[config.mk]
export PLATFORM = sky130hd
export DESIGN_NAME = xc_malu_issue
export DESIGN_NICKNAME = d
export VERILOG_FILES = /design/src/rtl/xc_malu_issue.sv
export SDC_FILE = /design/constraint.sdc
export NUM_CORES = 1
export LEC_CHECK = 0
export BUFFER_PORTS_ARGS = -buffer_cell sky130_fd_sc_hd__buf_2
export CAP_MARGIN = 20
export CORE_ASPECT_RATIO = 0.75
export CORE_UTILIZATION = 35
export CTS_CLUSTER_DIAMETER = 30
export DETAILED_ROUTE_END_ITERATION = 12
export GPL_ROUTABILITY_DRIVEN = 0
export HOLD_SLACK_MARGIN = 0.05
export PLACE_DENSITY = 0.7
export SYNTH_ARGS = -nofsm -noshare
export SYNTH_HDL_FRONTEND = slang
export SYNTH_SLANG_ARGS = --single-unit
[constraint.sdc]
create_clock -name clock -period 6 [get_ports clock]
set_input_delay 0.6 -clock clock [delete_from_list [all_inputs] [get_ports clock]]
set_output_delay 0.6 -clock clock [all_outputs]
set_load 0.01 [all_outputs]
[src/rtl/xc_malu_issue.sv]
// xc_malu_issue: issue/sequencing controller for the multi-cycle arithmetic unit.
// Accepts one request at a time, presents decoded one-hot uop/pack-width strobes
// to the unit until it reports ready, flushes the unit, then returns the result.
module xc_malu_issue #(
    parameter int unsigned TIMEOUT = 80,
    parameter int unsigned CW      = 7
) (
    input  logic          clock,
    input  logic          reset,

    input  logic          req_valid,
    output logic          req_ready,
    input  logic [3:0]    req_op,
    input  logic [2:0]    req_pw,
    input  logic [31:0]   req_rs1,
    input  logic [31:0]   req_rs2,
    input  logic [31:0]   req_rs3,
    input  logic          kill,

    output logic          rsp_valid,
    input  logic          rsp_ready,
    output logic [63:0]   rsp_result,
    output logic          rsp_err,
    output logic [CW-1:0] rsp_cycles,

    output logic [31:0]   malu_rs1,
    output logic [31:0]   malu_rs2,
    output logic [31:0]   malu_rs3,
    output logic [13:0]   malu_uop,
    output logic [4:0]    malu_pw,
    output logic          malu_valid,
    output logic          malu_flush,
    input  logic [63:0]   malu_result,
    input  logic          malu_ready
);

    typedef enum logic [1:0] {
        S_IDLE,
        S_BUSY,
        S_FLUSH,
        S_RESP
    } state_t;

    localparam logic [CW-1:0] TMO_LAST = CW'(TIMEOUT - 1);

    state_t        state_q;
    state_t        state_d;
    logic [31:0]   rs1_q;
    logic [31:0]   rs2_q;
    logic [31:0]   rs3_q;
    logic [3:0]    op_q;
    logic [2:0]    pw_q;
    logic [63:0]   result_q;
    logic          err_q;
    logic          drop_q;
    logic [CW-1:0] cycles_q;

    logic          accept;
    logic          illegal;
    logic          tmo_hit;
    logic          cyc_sat;

    assign illegal = (req_op >= 4'd14) || (req_pw >= 3'd5);
    assign accept  = (state_q == S_IDLE) && req_valid && !kill;
    assign tmo_hit = (cycles_q == TMO_LAST);
    assign cyc_sat = &cycles_q;

    // State register
    always_ff @(posedge clock or posedge reset) begin
        if (reset) begin
            state_q <= S_IDLE;
        end else begin
            state_q <= state_d;
        end
    end

    // Next-state logic; kill takes priority over a same-cycle unit ready
    always_comb begin
        state_d = state_q;
        case (state_q)
            S_IDLE:  if (accept) state_d = illegal ? S_RESP : S_BUSY;
            S_BUSY:  if (kill || malu_ready || tmo_hit) state_d = S_FLUSH;
            S_FLUSH: state_d = (drop_q || kill) ? S_IDLE : S_RESP;
            S_RESP:  if (kill || rsp_ready) state_d = S_IDLE;
            default: state_d = S_IDLE;
        endcase
    end

    // Handshake and unit-control outputs; strobes are only driven while BUSY
    always_comb begin
        req_ready  = (state_q == S_IDLE) && !kill;
        malu_valid = (state_q == S_BUSY);
        malu_flush = (state_q == S_FLUSH);
        rsp_valid  = (state_q == S_RESP);
        malu_uop   = '0;
        malu_pw    = '0;
        if (state_q == S_BUSY) begin
            for (int unsigned i = 0; i < 14; i++) begin
                malu_uop[i] = (op_q == 4'(i));
            end
            for (int unsigned j = 0; j < 5; j++) begin
                malu_pw[j] = (pw_q == 3'(j));
            end
        end
    end

    // Operand, result, error, cycle-count and drop-flag registers
    always_ff @(posedge clock or posedge reset) begin
        if (reset) begin
            rs1_q    <= '0;
            rs2_q    <= '0;
            rs3_q    <= '0;
            op_q     <= '0;
            pw_q     <= '0;
            result_q <= '0;
            err_q    <= 1'b0;
            drop_q   <= 1'b0;
            cycles_q <= '0;
        end else begin
            case (state_q)
                S_IDLE: begin
                    if (accept) begin
                        cycles_q <= '0;
                        drop_q   <= 1'b0;
                        if (illegal) begin
                            err_q    <= 1'b1;
                            result_q <= '0;
                        end else begin
                            rs1_q <= req_rs1;
                            rs2_q <= req_rs2;
                            rs3_q <= req_rs3;
                            op_q  <= req_op;
                            pw_q  <= req_pw;
                            err_q <= 1'b0;
                        end
                    end
                end
                S_BUSY: begin
                    if (!cyc_sat) cycles_q <= cycles_q + CW'(1);
                    if (kill) begin
                        drop_q <= 1'b1;
                    end else if (malu_ready) begin
                        result_q <= malu_result;
                        err_q    <= 1'b0;
                    end else if (tmo_hit) begin
                        result_q <= '0;
                        err_q    <= 1'b1;
                    end
                end
                S_FLUSH: begin
                    if (kill) drop_q <= 1'b1;
                end
                default: ;
            endcase
        end
    end

    assign malu_rs1   = rs1_q;
    assign malu_rs2   = rs2_q;
    assign malu_rs3   = rs3_q;
    assign rsp_result = result_q;
    assign rsp_err    = err_q;
    assign rsp_cycles = cycles_q;

endmodule

==> results.json <==
{
  "end_kind": "output pin",
  "maxSlewViolCount": 0,
  "max_freq_mhz": 323,
  "grtUsageTotal_pct": 18.9,
  "max-cap-violations": 0,
  "core_area_um2": 19500,
  "arrival_ps": 2500,
  "port_buffers": 363,
  "worst-setup-path-type": "reg2out",
  "antenna_found_initial": 1,
  "initial_core_util_pct": 36.1,
  "drive_above_1_share_pct": 65.0,
  "ant_nets": 0,
  "row_count": 44,
  "grt_pass1_wl_mm": 30.4,
  "drtIter0Drc": 325,
  "routed_via_density": 4.82,
  "synth_ff_type": "dfrtp_1",
  "ys_types": 38,
  "syn_area_um2": 7050,
  "grt_pass1_vias": 5506,
  "fin_crit_sh_pct": 51.7,
  "tns_ps": 0,
  "cts_buffers": 17,
  "cts-htree-levels": 4,
  "clk_latency_ps": 420,
  "finalSetupViolCount": 0,
  "tightest_slew_ps": 1030,
  "hold_violations": 0,
  "internal_power_w": 0.00324,
  "p_leak_nw": 5.10,
  "clockRootBuffer": "clkbuf_16",
  "die_h_um": 125,
  "area_growth_syn_to_layout_pct": 36.7,
  "required_ps": 5400,
  "hpwl_mm": 13.8,
  "globalRouteOverflowTotal": 0,
  "slew_headroom_pct": 31.4,
  "irDropWorstVdd_uv": 228,
  "cts.sink_count": 178,
  "dpl.cell_count": 1070,
  "synthArstFlopShare_pct": 100,
  "min_period_ps": 3100,
  "routed_wl_mm": 19.0,
  "status": "complete, but fails checks",
  "fp.dieArea_um2": 20700,
  "synth_nets": 656,
  "fin_worst_skew_ps": 10.4,
  "drtPass1Iterations": 8,
  "clockPowerShare_pct": 21.4,
  "num_io_pins": 364,
  "rsz0062_at_grt": "no",
  "p_switching_w": 0.00177,
  "grt_max_degree": 73,
  "clk_pin_slew_ps": 70,
  "syn_avg_cell_area_um2": 14.8,
  "failed_checks": "DRC",
  "startpoint_type": "flip-flop",
  "die_width_um": 166,
  "ctsResizeCount": 0,
  "drc": 22,
  "cts_hold_buffers": 0,
  "yosysSeqAreaShare_pct": 63.2,
  "cts_tree": "done",
  "fin_cells": 1103,
  "pwr-share-comb_pct": 37.2,
  "seq_power_share_pct": 41.4,
  "crit_fanout": 14,
  "routed-via-count": 5318,
  "hold_path_class": "in2async",
  "ys_warn_count": 0,
  "nFillCells": 1752,
  "finalNetCount": 1015,
  "power.density_nw_per_um2": 520,
  "cts_setup_buffers": 0,
  "wire_per_inst_um": 17.2,
  "synth-edff-count": 0,
  "switching_share_pct": 35.3,
  "clockBufferDepth": 2,
  "multi_input_area_um2": 2410,
  "p_total_w": 0.00501,
  "ys_seq_elements": 178,
  "seqCellArea_um2": 4450,
  "netlist_instances": 477
}
-- flip-flops by register name (all words and copies together) (netlist names) --
| signal | count |
|---|---|
| drop_q | 1 |
| pw_q | 3 |
| rsp_err | 1 |
| rsp_cycles | 7 |
| op_q | 4 |
| rsp_result | 64 |
| malu_rs1 | 32 |
| malu_rs2 | 32 |
| malu_rs3 | 32 |
| state_q | 2 |
-- kinds of logic after synthesis --
kind of cell / after synthesis / share of synthesized area (%)
AOI/OAI and AO/OA: 92 / 11.5
adders and majority gates: 6 / 1.07
buffers and inverters: 36 / 2.89
DFF: 178 / 63.2
and+or+nand+nor: 59 / 4.39
muxes: 106 / 16.9
-- cells in the mapped netlist (2+ instances only) --
| master | n | area share, % |
|---|---|---|
| or3_1 | 4 | 0.36 |
| dfrtp_1 | 178 | 63 |
| nor4_1 | 2 | 0.18 |
| inv_1 | 8 | 0.43 |
| mux2_2 | 104 | 17 |
| mux2i_1 | 2 | 0.28 |
| buf_4 | 4 | 0.43 |
| nand3_1 | 4 | 0.28 |
| a22o_1 | 24 | 3.0 |
| clkbuf_1 | 11 | 0.59 |
| nand2b_1 | 6 | 0.53 |
| o21ai_0 | 7 | 0.50 |
| nand2_1 | 9 | 0.48 |
| a21oi_1 | 10 | 0.71 |
| buf_2 | 7 | 0.50 |
| nor2_1 | 16 | 0.85 |
| a21o_1 | 2 | 0.21 |
| a22o_2 | 41 | 5.8 |
| buf_6 | 6 | 0.96 |
| ha_1 | 6 | 1.1 |
| nor3_1 | 9 | 0.64 |
-- area by class of cell --
| class | count | area share, % |
|---|---|---|
| clock buffer | 18 | 4.45 |
| inverter | 8 | 0.364 |
| antenna | 1 | 0.0260 |
| timing repair buffer | 368 | 19.2 |
| tap | 253 | 3.29 |
| sequential | 178 | 46.2 |
| multi-input combinational | 263 | 25.0 |
| clock inverter | 14 | 1.43 |
-- worst paths after layout --
check / start / endpoint / slack (ps) / cells past startpoint
max: state_q[1] / malu_uop[2] / 2900 / 7
min: reset / malu_rs1[0] / 280 / 2
max reg2reg: state_q[0] / malu_rs1[17] / 3190 / 6
min reg2reg: malu_rs2[15] / malu_rs2[15] / 500 / 1
max in group asynchronous: reset / rsp_result[25] / 4520 / 3
min in group clock: malu_result[30] / rsp_result[30] / 390 / 2
-- critical path: stages, from the launching register on --
cell and delay [ps]:
dfrtp_1 400, inv_1 130, ha_1 560, inv_1 300, nor2_1 280, nand2_1 100, nor3_1 150, buf_2 160
-- cell usage in the layout, fill, tap and decap left out, types with 6 or more instances in the layout --
cell type and n:
mux2_2 104, a21oi_1 10, nand2b_1 6, nor3_1 9, clkbuf_16 17, o21ai_0 7
nand2_1 8, ha_1 6, buf_2 363, inv_1 7, a22o_1 24, a22o_2 41
dfrtp_1 178, nor2_1 16
-- power by group through the flow --
stage                     sequential (W)  combinational, W  clock, W
after floorplan                  0.00230          0.000827         0
after global placement           0.00207           0.00186         0
after detailed placement         0.00208           0.00189         0
after CTS                        0.00207           0.00189   0.00110
after global routing             0.00215           0.00201   0.00115
final                            0.00207           0.00186   0.00107
-- per-stage QoR --
stage	worst slack [ps]	hold slack (ps)	area, µm²	util, %
6_report	2900	279	9640	49.3
2_1_floorplan	570	494	7050	-
3_5_place_dp	2980	485	9070	46.4
3_3_place_gp	3000	482	9070	46.4
4_1_cts	2910	293	9630	49.3
5_1_grt	2640	320	9640	49.3
-- per-layer routing --
layer	vias up	track usage, %	wire, µm
li1	2448	-	-
met1	2614	22.7	7540
met2	229	31.3	9300
met3	27	6.64	1710
met4	0	6.98	462
met5	-	0	0
Power figures use the tool's default switching activity.
